<file path="src/rtl/rf_pkg.sv">
// Shared constants and the sweep FSM state encoding for the multi-port register file.
package rf_pkg;

  localparam int RF_DW   = 32;
  localparam int RF_NREG = 32;

  // Soft-clear sweep FSM states.
  localparam logic [0:0] RF_IDLE  = 1'b0;
  localparam logic [0:0] RF_SWEEP = 1'b1;

  // Register address width. This never returns less than one bit.
  function automatic int rf_aw(input int nreg);
    return (nreg > 1) ? $clog2(nreg) : 1;
  endfunction

endpackage

</file>
<file path="src/rtl/rf_mp_sb_if.sv">
// Register file access bus: read ports, write ports, scoreboard controls, sweep control.
interface rf_mp_sb_if
  import rf_pkg::*;
#(
  parameter int DW  = RF_DW,
  parameter int AW  = rf_aw(RF_NREG),
  parameter int NRP = 2,
  parameter int NWP = 1
);

  logic [NRP*AW-1:0] rd_addr;
  logic [NRP*DW-1:0] rd_data;
  logic [NRP-1:0]    rd_busy;
  logic [NWP-1:0]    wr_en;
  logic [NWP*AW-1:0] wr_addr;
  logic [NWP*DW-1:0] wr_data;
  logic              rsv_en;
  logic [AW-1:0]     rsv_addr;
  logic              sb_flush;
  logic              clr_req;
  logic              ready;

  // The pipeline side drives requests and consumes read data and status.
  modport master (
    output rd_addr, wr_en, wr_addr, wr_data, rsv_en, rsv_addr, sb_flush, clr_req,
    input  rd_data, rd_busy, ready
  );

  // The register file side.
  modport slave (
    input  rd_addr, wr_en, wr_addr, wr_data, rsv_en, rsv_addr, sb_flush, clr_req,
    output rd_data, rd_busy, ready
  );

endinterface

</file>
<file path="src/rtl/rf_scoreboard.sv">
// Per-register busy scoreboard: reserve on issue, clear on write, flush, and sweep clear.
module rf_scoreboard
  import rf_pkg::*;
#(
  parameter int NREG     = RF_NREG,
  parameter int AW       = rf_aw(RF_NREG),
  parameter int NRP      = 2,
  parameter int NWP      = 1,
  parameter int ZERO_REG = 1
) (
  input  logic              clk,
  input  logic              rst,
  input  logic              ready,
  input  logic [NWP-1:0]    wr_en,
  input  logic [NWP*AW-1:0] wr_addr,
  input  logic              rsv_en,
  input  logic [AW-1:0]     rsv_addr,
  input  logic              sb_flush,
  input  logic [AW-1:0]     swp_ptr,
  input  logic [NRP*AW-1:0] rd_addr,
  output logic [NRP-1:0]    rd_busy
);

  logic [NREG-1:0] busy;
  logic [NREG-1:0] busy_nxt;

  // Next busy vector: flush, then write clears, then reserve sets, so a new producer wins.
  always_comb begin
    // NOTE: every always_comb output gets a default first so no path leaves it unassigned (no latch).
    busy_nxt = busy;
    if (ready) begin
      if (sb_flush) busy_nxt = '0;
      for (int w = 0; w < NWP; w++) begin
        if (wr_en[w]) busy_nxt[wr_addr[w*AW +: AW]] = 1'b0;
      end
      if (rsv_en) busy_nxt[rsv_addr] = 1'b1;
    end else begin
      busy_nxt[swp_ptr] = 1'b0;
    end
    if (ZERO_REG != 0) busy_nxt[0] = 1'b0;
  end

  // Busy state register, updated on the falling edge like the rest of the file.
  always_ff @(negedge clk or negedge rst) begin
    // NOTE: state is written with <= only; = here would let readers in the same edge see the new value.
    if (!rst) busy <= '0;
    else      busy <= busy_nxt;
  end

  // Per-read-port busy lookup.
  always_comb begin
    rd_busy = '0;
    for (int p = 0; p < NRP; p++) begin
      rd_busy[p] = busy[rd_addr[p*AW +: AW]];
    end
  end

endmodule

</file>
<file path="src/rtl/rf_mp_sb.sv">
// Multi-port register file with write-to-read bypass, busy scoreboard and soft-clear sweep.
// All state changes on the falling clock edge; reads are purely combinational.
module rf_mp_sb
  import rf_pkg::*;
#(
  parameter int DW       = RF_DW,
  parameter int NREG     = RF_NREG,
  parameter int NRP      = 2,
  parameter int NWP      = 1,
  parameter int ZERO_REG = 1,
  parameter int BYPASS   = 1
) (
  input  logic       clk,
  input  logic       rst,
  rf_mp_sb_if.slave  bus
);

  localparam int            AW        = rf_aw(NREG);
  localparam logic [AW-1:0] PTR_FIRST = (ZERO_REG != 0) ? AW'(1) : '0;
  localparam logic [AW-1:0] PTR_LAST  = AW'(NREG - 1);

  logic [DW-1:0]   rf [NREG];
  logic [0:0]      state;
  logic [AW-1:0]   ptr;
  logic            ready;
  logic [NREG-1:0] we;
  logic [DW-1:0]   wd [NREG];
  logic [NRP-1:0]  sb_busy;
  logic [NRP-1:0]  fwd;

  assign ready     = (state == RF_IDLE);
  assign bus.ready = ready;

  // Sweep FSM: walks ptr over every clearable register once, then returns to idle.
  always_ff @(negedge clk or negedge rst) begin
    if (!rst) begin
      state <= RF_IDLE;
      ptr   <= '0;
    end else if (state == RF_IDLE) begin
      if (bus.clr_req) begin
        state <= RF_SWEEP;
        ptr   <= PTR_FIRST;
      end
    end else if (ptr == PTR_LAST) begin
      state <= RF_IDLE;
      ptr   <= '0;
    end else begin
      ptr <= ptr + 1'b1;
    end
  end

  // Per-register write select; later ports override earlier ones, so the highest index wins.
  always_comb begin
    for (int i = 0; i < NREG; i++) begin
      we[i] = 1'b0;
      wd[i] = '0;
      for (int w = 0; w < NWP; w++) begin
        if (bus.wr_en[w] && bus.wr_addr[w*AW +: AW] == AW'(i)) begin
          we[i] = 1'b1;
          wd[i] = bus.wr_data[w*DW +: DW];
        end
      end
    end
  end

  // Register array: sweep clears one entry per cycle, otherwise normal writes.
  always_ff @(negedge clk or negedge rst) begin
    // NOTE: the array takes the async reset on purpose: a reset must clear every register at once,
    // which rules out mapping it onto a RAM macro.
    if (!rst) begin
      for (int i = 0; i < NREG; i++) rf[i] <= '0;
    end else begin
      for (int i = 0; i < NREG; i++) begin
        if (!ready) begin
          if (ptr == AW'(i)) rf[i] <= '0;
        end else if (we[i] && !(ZERO_REG != 0 && i == 0)) begin
          rf[i] <= wd[i];
        end
      end
    end
  end

  // Read muxes: hard zero first, then same-cycle bypass (idle only), then array contents.
  always_comb begin
    logic [AW-1:0] ra;
    logic [DW-1:0] rdata;
    bus.rd_data = '0;
    fwd         = '0;
    for (int p = 0; p < NRP; p++) begin
      ra    = bus.rd_addr[p*AW +: AW];
      rdata = rf[ra];
      for (int w = 0; w < NWP; w++) begin
        if (BYPASS != 0 && ready && bus.wr_en[w] && bus.wr_addr[w*AW +: AW] == ra) begin
          fwd[p] = 1'b1;
          rdata  = bus.wr_data[w*DW +: DW];
        end
      end
      if (ZERO_REG != 0 && ra == '0) begin
        fwd[p] = 1'b0;
        rdata  = '0;
      end
      bus.rd_data[p*DW +: DW] = rdata;
    end
  end

  rf_scoreboard #(
    .NREG     (NREG),
    .AW       (AW),
    .NRP      (NRP),
    .NWP      (NWP),
    .ZERO_REG (ZERO_REG)
  ) u_sb (
    .clk      (clk),
    .rst      (rst),
    .ready    (ready),
    .wr_en    (bus.wr_en),
    .wr_addr  (bus.wr_addr),
    .rsv_en   (bus.rsv_en),
    .rsv_addr (bus.rsv_addr),
    .sb_flush (bus.sb_flush),
    .swp_ptr  (ptr),
    .rd_addr  (bus.rd_addr),
    .rd_busy  (sb_busy)
  );

  // A forwarded write means the producer has just retired, so the operand is not busy.
  assign bus.rd_busy = sb_busy & ~fwd;

endmodule

</file>
<file path="src/flat_wrapper.sv">
// flat-port wrapper written by rule: the top's interface ports become plain ports
module rf_mp_sb_flat import rf_pkg::*;
#(
  parameter int DW       = RF_DW,
  parameter int NREG     = RF_NREG,
  parameter int NRP      = 2,
  parameter int NWP      = 1,
  parameter int ZERO_REG = 1,
  parameter int BYPASS   = 1
)
  (clk, rst, bus_rd_addr, bus_wr_en, bus_wr_addr, bus_wr_data, bus_rsv_en, bus_rsv_addr, bus_sb_flush, bus_clr_req, bus_rd_data, bus_rd_busy, bus_ready);
  rf_mp_sb_if #(.DW(DW), .AW((5)), .NRP(NRP), .NWP(NWP)) bus_i ();
  input  logic clk;
  input  logic rst;
  input wire logic [$bits(bus_i.rd_addr)-1:0] bus_rd_addr;
  input wire logic [$bits(bus_i.wr_en)-1:0] bus_wr_en;
  input wire logic [$bits(bus_i.wr_addr)-1:0] bus_wr_addr;
  input wire logic [$bits(bus_i.wr_data)-1:0] bus_wr_data;
  input wire logic [$bits(bus_i.rsv_en)-1:0] bus_rsv_en;
  input wire logic [$bits(bus_i.rsv_addr)-1:0] bus_rsv_addr;
  input wire logic [$bits(bus_i.sb_flush)-1:0] bus_sb_flush;
  input wire logic [$bits(bus_i.clr_req)-1:0] bus_clr_req;
  output wire logic [$bits(bus_i.rd_data)-1:0] bus_rd_data;
  output wire logic [$bits(bus_i.rd_busy)-1:0] bus_rd_busy;
  output wire logic [$bits(bus_i.ready)-1:0] bus_ready;
  assign bus_i.rd_addr = bus_rd_addr;
  assign bus_i.wr_en = bus_wr_en;
  assign bus_i.wr_addr = bus_wr_addr;
  assign bus_i.wr_data = bus_wr_data;
  assign bus_i.rsv_en = bus_rsv_en;
  assign bus_i.rsv_addr = bus_rsv_addr;
  assign bus_i.sb_flush = bus_sb_flush;
  assign bus_i.clr_req = bus_clr_req;
  assign bus_rd_data = bus_i.rd_data;
  assign bus_rd_busy = bus_i.rd_busy;
  assign bus_ready = bus_i.ready;
  rf_mp_sb #(.DW(DW), .NREG(NREG), .NRP(NRP), .NWP(NWP), .ZERO_REG(ZERO_REG), .BYPASS(BYPASS)) u_core (.clk(clk), .rst(rst), .bus(bus_i));
endmodule
</file>
<file path="config.mk">
export PLATFORM = sky130hd
export DESIGN_NAME = rf_mp_sb_flat
export DESIGN_NICKNAME = d
export VERILOG_FILES = /design/src/rtl/rf_pkg.sv /design/src/rtl/rf_mp_sb_if.sv /design/src/rtl/rf_scoreboard.sv /design/src/rtl/rf_mp_sb.sv /design/src/flat_wrapper.sv
export SDC_FILE = /design/constraint.sdc
export NUM_CORES = 2
export LEC_CHECK = 0
export CAP_MARGIN = 5
export CORE_ASPECT_RATIO = 0.75
export CORE_UTILIZATION = 65
export CTS_CLUSTER_DIAMETER = 40
export DETAILED_ROUTE_END_ITERATION = 16
export GPL_ROUTABILITY_DRIVEN = 0
export PLACE_DENSITY_LB_ADDON = 0.15
export SKIP_CTS_REPAIR_TIMING = 1
export SLEW_MARGIN = 25
export SYNTH_ARGS = -nofsm -noshare
export SYNTH_HDL_FRONTEND = slang
export SYNTH_HIERARCHICAL = 1
export SYNTH_SLANG_ARGS = --single-unit
export TNS_END_PERCENT = 100
</file>
<file path="constraint.sdc">
create_clock -name clk -period 3.4 [get_ports clk]
set_input_delay 0.34 -clock clk [delete_from_list [all_inputs] [get_ports clk]]
set_output_delay 0.34 -clock clk [all_outputs]
set_load 0.02 [all_outputs]
</file>
==> reports/metrics.cfg, run 1 <==
[synthesis]
ys_ff_latch = 1029
synth_warnings = 6
seq_area_frac_synth_pct = 46.7
synth-compound-area-share_pct = 24.2
synth_cell_type_count = 62
synth-main-ff-cell = dfrtn_1
muxShareOfSynthArea_pct = 20.0
synth_fa_ha_area_share_pct = 0.136
synthesis.nets = 4570
syn-instance-count = 4506
synthSimpleGateAreaFrac_pct = 4.03
synth_top_area_share_pct = 46.7
synth_xor_xnor_area_share_pct = 0.191
synthArstFlopShare_pct = 100
synth_area_leaders = dfrtn_1 47%, a22o_1 16%, mux2i_1 9.4%
synth_top_family_by_area = compound AO/OA/AOI/OAI gates
synth-edff-count = 0
syn_area_sq_um = 55100
yosys.area.top_type = dfrtn_1
avgSynthCellArea_sq_um = 12.2

[outcome]
status = stopped before the end
haltStage = global routing (5_1_grt)
error = [ERROR GRT-0232] Routing congestion too high. Check the congestion heatmap in the GUI.

[clocking]
htree_num_levels = 4
clockRootBuffer = clkbuf_16
cts_made_buffers = 133
cts.path.max_buffers = 3
cts_sinks = 1029

[timing]
grt-worst-endpoint = bus_rd_data[59]
worst-ep-kind = primary output

[global_routing]
grt_max_degree = 80
grt_remaining_overflow = 124
antenna_found_initial = 36
grt_usage_pct = 83.7

[placed_design]
io_buffer_count = 124
post-dp-hpwl_microns = 148000

[floorplan]
start_util_pct = 65.6
die_h_microns = 254
dieWidth_microns = 338
ios = 125
rows = 92

per-layer routing:
metal | overflow | track usage (%)
met3 | 4 | 75.2
met4 | 66 | 80.8
met1 | 10 | 83.3
met5 | 0 | 60.6
met2 | 44 | 94.7
metrics by stage:
| step | worst slack (ns) | util (%) | cells | cell area (sq um) | hold WS, ns |
|---|---|---|---|---|---|
| 4_1_cts | -2.02 | 87.9 | 6821 | 73900 | 0.473 |
| 3_5_place_dp | -1.29 | 82.6 | 6583 | 69400 | 0.461 |
| 3_3_place_gp | -1.52 | 82.6 | 6583 | 69400 | 0.456 |
| 2_1_floorplan | -0.194 | - | 4506 | 55600 | 0.435 |
cell usage after synthesis, drive strengths merged, types with 3 or more instances:
master / n
dfrtn: 1029
a22o: 992
mux2i: 515
clkbuf: 412
mux4: 226
buf: 174
o22ai: 165
nor2: 108
mux2: 68
nor2b: 67
a21oi: 65
a221oi: 63
a2111oi: 59
nor3: 58
o21ai: 51
o221ai: 48
nand2b: 37
or3: 31
a21o: 29
nand2: 26
a22oi: 24
nand3: 21
o211ai: 21
a211oi: 20
o311ai: 19
a32o: 18
nand4: 18
a311oi: 16
inv: 15
a31oi: 14
o2bb2ai: 14
nand3b: 13
and3: 8
xnor2: 8
ha: 6
or2: 6
nor3b: 5
or3b: 5
and3b: 4
o21a: 4
xor2: 4
nor4: 3
o41ai: 3
cell families after synthesis:
kind of cell	Yosys count
flip-flops	1029
AO/OA/AOI/OAI	1635
multiplexers	809
XOR/XNOR	12
buffers and inverters	601
adder cells (fa/ha/maj)	6
AND/OR/NAND/NOR	414
==> run 2: changes to the inputs <==
--- a/config.mk
+++ b/config.mk
@@ -6,9 +6,7 @@
 export NUM_CORES = 2
 export LEC_CHECK = 0
 export CAP_MARGIN = 5
-export CORE_ASPECT_RATIO = 0.75
-export CORE_UTILIZATION = 65
-export CTS_CLUSTER_DIAMETER = 40
+export CORE_UTILIZATION = 40
 export DETAILED_ROUTE_END_ITERATION = 16
 export GPL_ROUTABILITY_DRIVEN = 0
 export PLACE_DENSITY_LB_ADDON = 0.15
==> run 2 against run 1 <==
  * The flow now finishes, with violations (negative setup slack)
  * Synthesized cell count is the same
  * Synthesized area stayed put
==> reports/metrics.cfg, run 2 <==
[outcome]
status = finished, violations left
failed_checks = negative setup slack

[synthesis]
synthesis.nets = 4570
syn-instance-count = 4506
synthArstFlopShare_pct = 100
yosysMostFrequentCell = dfrtn_1
avgSynthCellArea_sq_um = 12.2
synth_warnings = 6
synth_top_area_share_pct = 46.7
synth-edff-count = 0
synth_area_leaders = dfrtn_1 47%, a22o_1 16%, mux2i_1 9.4%
ys_ff_latch = 1029
seq_area_frac_synth_pct = 46.7
synth-main-ff-cell = dfrtn_1
syn_area_sq_um = 55100
synth_common_cells = 1029 x dfrtn_1, 992 x a22o_1, 515 x mux2i_1, 409 x clkbuf_1, 226 x mux4_2
yosys.area.top_type = dfrtn_1
synth_cell_type_count = 62

[detailed_routing]
vias = 50600
detail_route.wirelength_microns = 245000
drtAntennaViolNets = 0
post-route-drc-count = 0
wl_per_cell_microns = 31.8
drt_iter0_drc = 5596
via_per_inst = 6.57
first_pass_iters = 5

[global_routing]
grt_pass1_wl_microns = 354000
grt_remaining_overflow = 0
grt_pass1_vias = 51000
antenna_found_initial = 5
grt_max_degree = 84
grt_usage_pct = 34.2

[timing]
max_slew.worst_pin.slew_ns = 0.946
finalHoldViolCount = 0
holdWs_ns = 0.471
slew_violations = 0
worst_slack_ns = -1.48
skew_ns = 0.0251
relSlewSlack_pct = 35.3
setup_violations = 67
grt_setup_unrepaired = true

[power]
switchingPower_mw = 13.7
clkPwrFrac_pct = 31.3
power_frac_comb_pct = 32.4
ir_drop_mv = 0.513
p_total_mw = 43.4
p_int_mw = 29.8
switching_share_pct = 31.5
p_seq_share_pct = 36.3
p_leak_nw = 37.1
power_density_nw_per_um2 = 556

[clocking]
cts_tree = yes
clock_latency_ns = 0.70
clockRootBuffer = clkbuf_16
clk_pin_slew_ns = 0.05
htree_num_levels = 3
cts_made_buffers = 116
cts.path.max_buffers = 3
cts_sinks = 1029

[placed_design]
dp.cells = 7434
io_buffer_count = 124
post-dp-hpwl_microns = 164000
place_area_sq_um = 72200

[critical_path]
critPathLaunchType = flip-flop
crit_arrival_ns = 4.54
cp.required_ns = 3.06
end_kind = output port
critPathMaxFanout = 2
critPathKind = reg2out

[floorplan]
coreArea_sq_um = 136000
start_util_pct = 40.5
dieWidth_microns = 373
rows = 135
die_h_microns = 373
ios = 125
dieArea_sq_um = 139000

[final_layout]
top_regs = u_core/rf x992, u_core/u_sb/busy x31, u_core/ptr x5
final_common_cell = buf_4
final_area_sq_um = 78200
final_cell_mix = 1380 x buf_4, 1029 x dfrtn_1, 992 x a22o_1
final_util_pct = 57.4
largest_reg_flops = 992
area_growth_syn_to_layout_pct = 41.9
regMostFlops = u_core/rf
final_nets = 5882
fill_cells = 11200
fin_cells = 7700
drive_gt1_share_pct = 41.8

[worst_hold_path]
hold_class = reg2reg

[job]
cap_violations = 0

## run 2: cell counts after synthesis
No cell type changed its count.
## run 2: path summary, 6_finish.rpt
path	end	cells past startpoint	start	slack, ns
worst min register to register	u_core/rf[412]	1	u_core/rf[412]	0.47
min in group asynchronous	u_core/rf[321]	1	rst	1.13
max in group asynchronous	u_core/rf[60]	3	rst	1.38
worst max register to register	u_core/rf[63]	6	u_core/ptr[2]	0.89
worst max-delay path	bus_rd_data[47]	7	u_core/rf[79]	-1.48
worst min-delay path	u_core/rf[412]	1	u_core/rf[412]	0.47
## run 2: layer usage
| layer | track usage, % | part of all wire, % | wire length [microns] |
|---|---|---|---|
| met4 | 13.7 | 4.1 | 10100 |
| met1 | 47.1 | 41 | 99600 |
| met3 | 7.64 | 10 | 24900 |
| met2 | 52.4 | 45 | 110000 |
| met5 | 0 | 0.014 | 34 |
## run 2: worst max-delay path, cell delays in order, from the launching register on
cell and delay [ns]:
dfrtn_1 0.35, mux4_2 0.49, mux2_4 0.30, a221oi_4 0.40, buf_6 0.19, a2111oi_4 0.06, a21o_1 0.22, buf_6 0.13
## run 2: kinds of logic (layout without fill, tap and decap cells)
kind of cell | Yosys count | after routing | share of synthesized area (%)
XOR/XNOR | 12 | 12 | 0.191
AO/OA/AOI/OAI | 1635 | 1635 | 24.2
AND/OR/NAND/NOR | 414 | 414 | 4.03
adder cells (fa/ha/maj) | 6 | 6 | 0.136
flip-flops | 1029 | 1029 | 46.7
buffers and inverters | 601 | 2013 | 4.75
other | 0 | 1 | 0
multiplexers | 809 | 809 | 20.0
## run 2: final cells by class
cell class / count / area, sq um / area share, %
antenna: 1 / 2.50 / 0.00320
multi-input combinational: 2876 / 29100 / 37.2
clock inverter: 49 / 642 / 0.821
timing repair buffer: 1780 / 16900 / 21.7
tap: 1781 / 2230 / 2.85
sequential: 1029 / 25700 / 32.9
inverter: 15 / 61.3 / 0.0784
clock buffer: 169 / 3470 / 4.44
## run 2: metrics by stage
stage          setup WS (ns)  setup TNS (ns)
2_1_floorplan         -0.194          -17.09
3_3_place_gp           -1.70         -737.12
3_5_place_dp           -1.41         -755.69
4_1_cts                -2.16         -125.57
5_1_grt                -1.50          -83.63
6_report               -1.48          -81.15
## run 2: power groups by stage
| stage | Clock [mW] | Combinational, mW | Sequential [mW] |
|---|---|---|---|
| 6_report | 13.6 | 14.1 | 15.8 |
| 5_1_grt | 14.2 | 14.7 | 15.9 |
| 4_1_cts | 13.7 | 13.2 | 15.7 |
| 3_5_place_dp | 0 | 13.1 | 15.8 |
| 3_3_place_gp | 0 | 12.9 | 15.8 |
| 2_1_floorplan | 0 | 5.78 | 15.7 |
(Power assumes the default switching activity.)
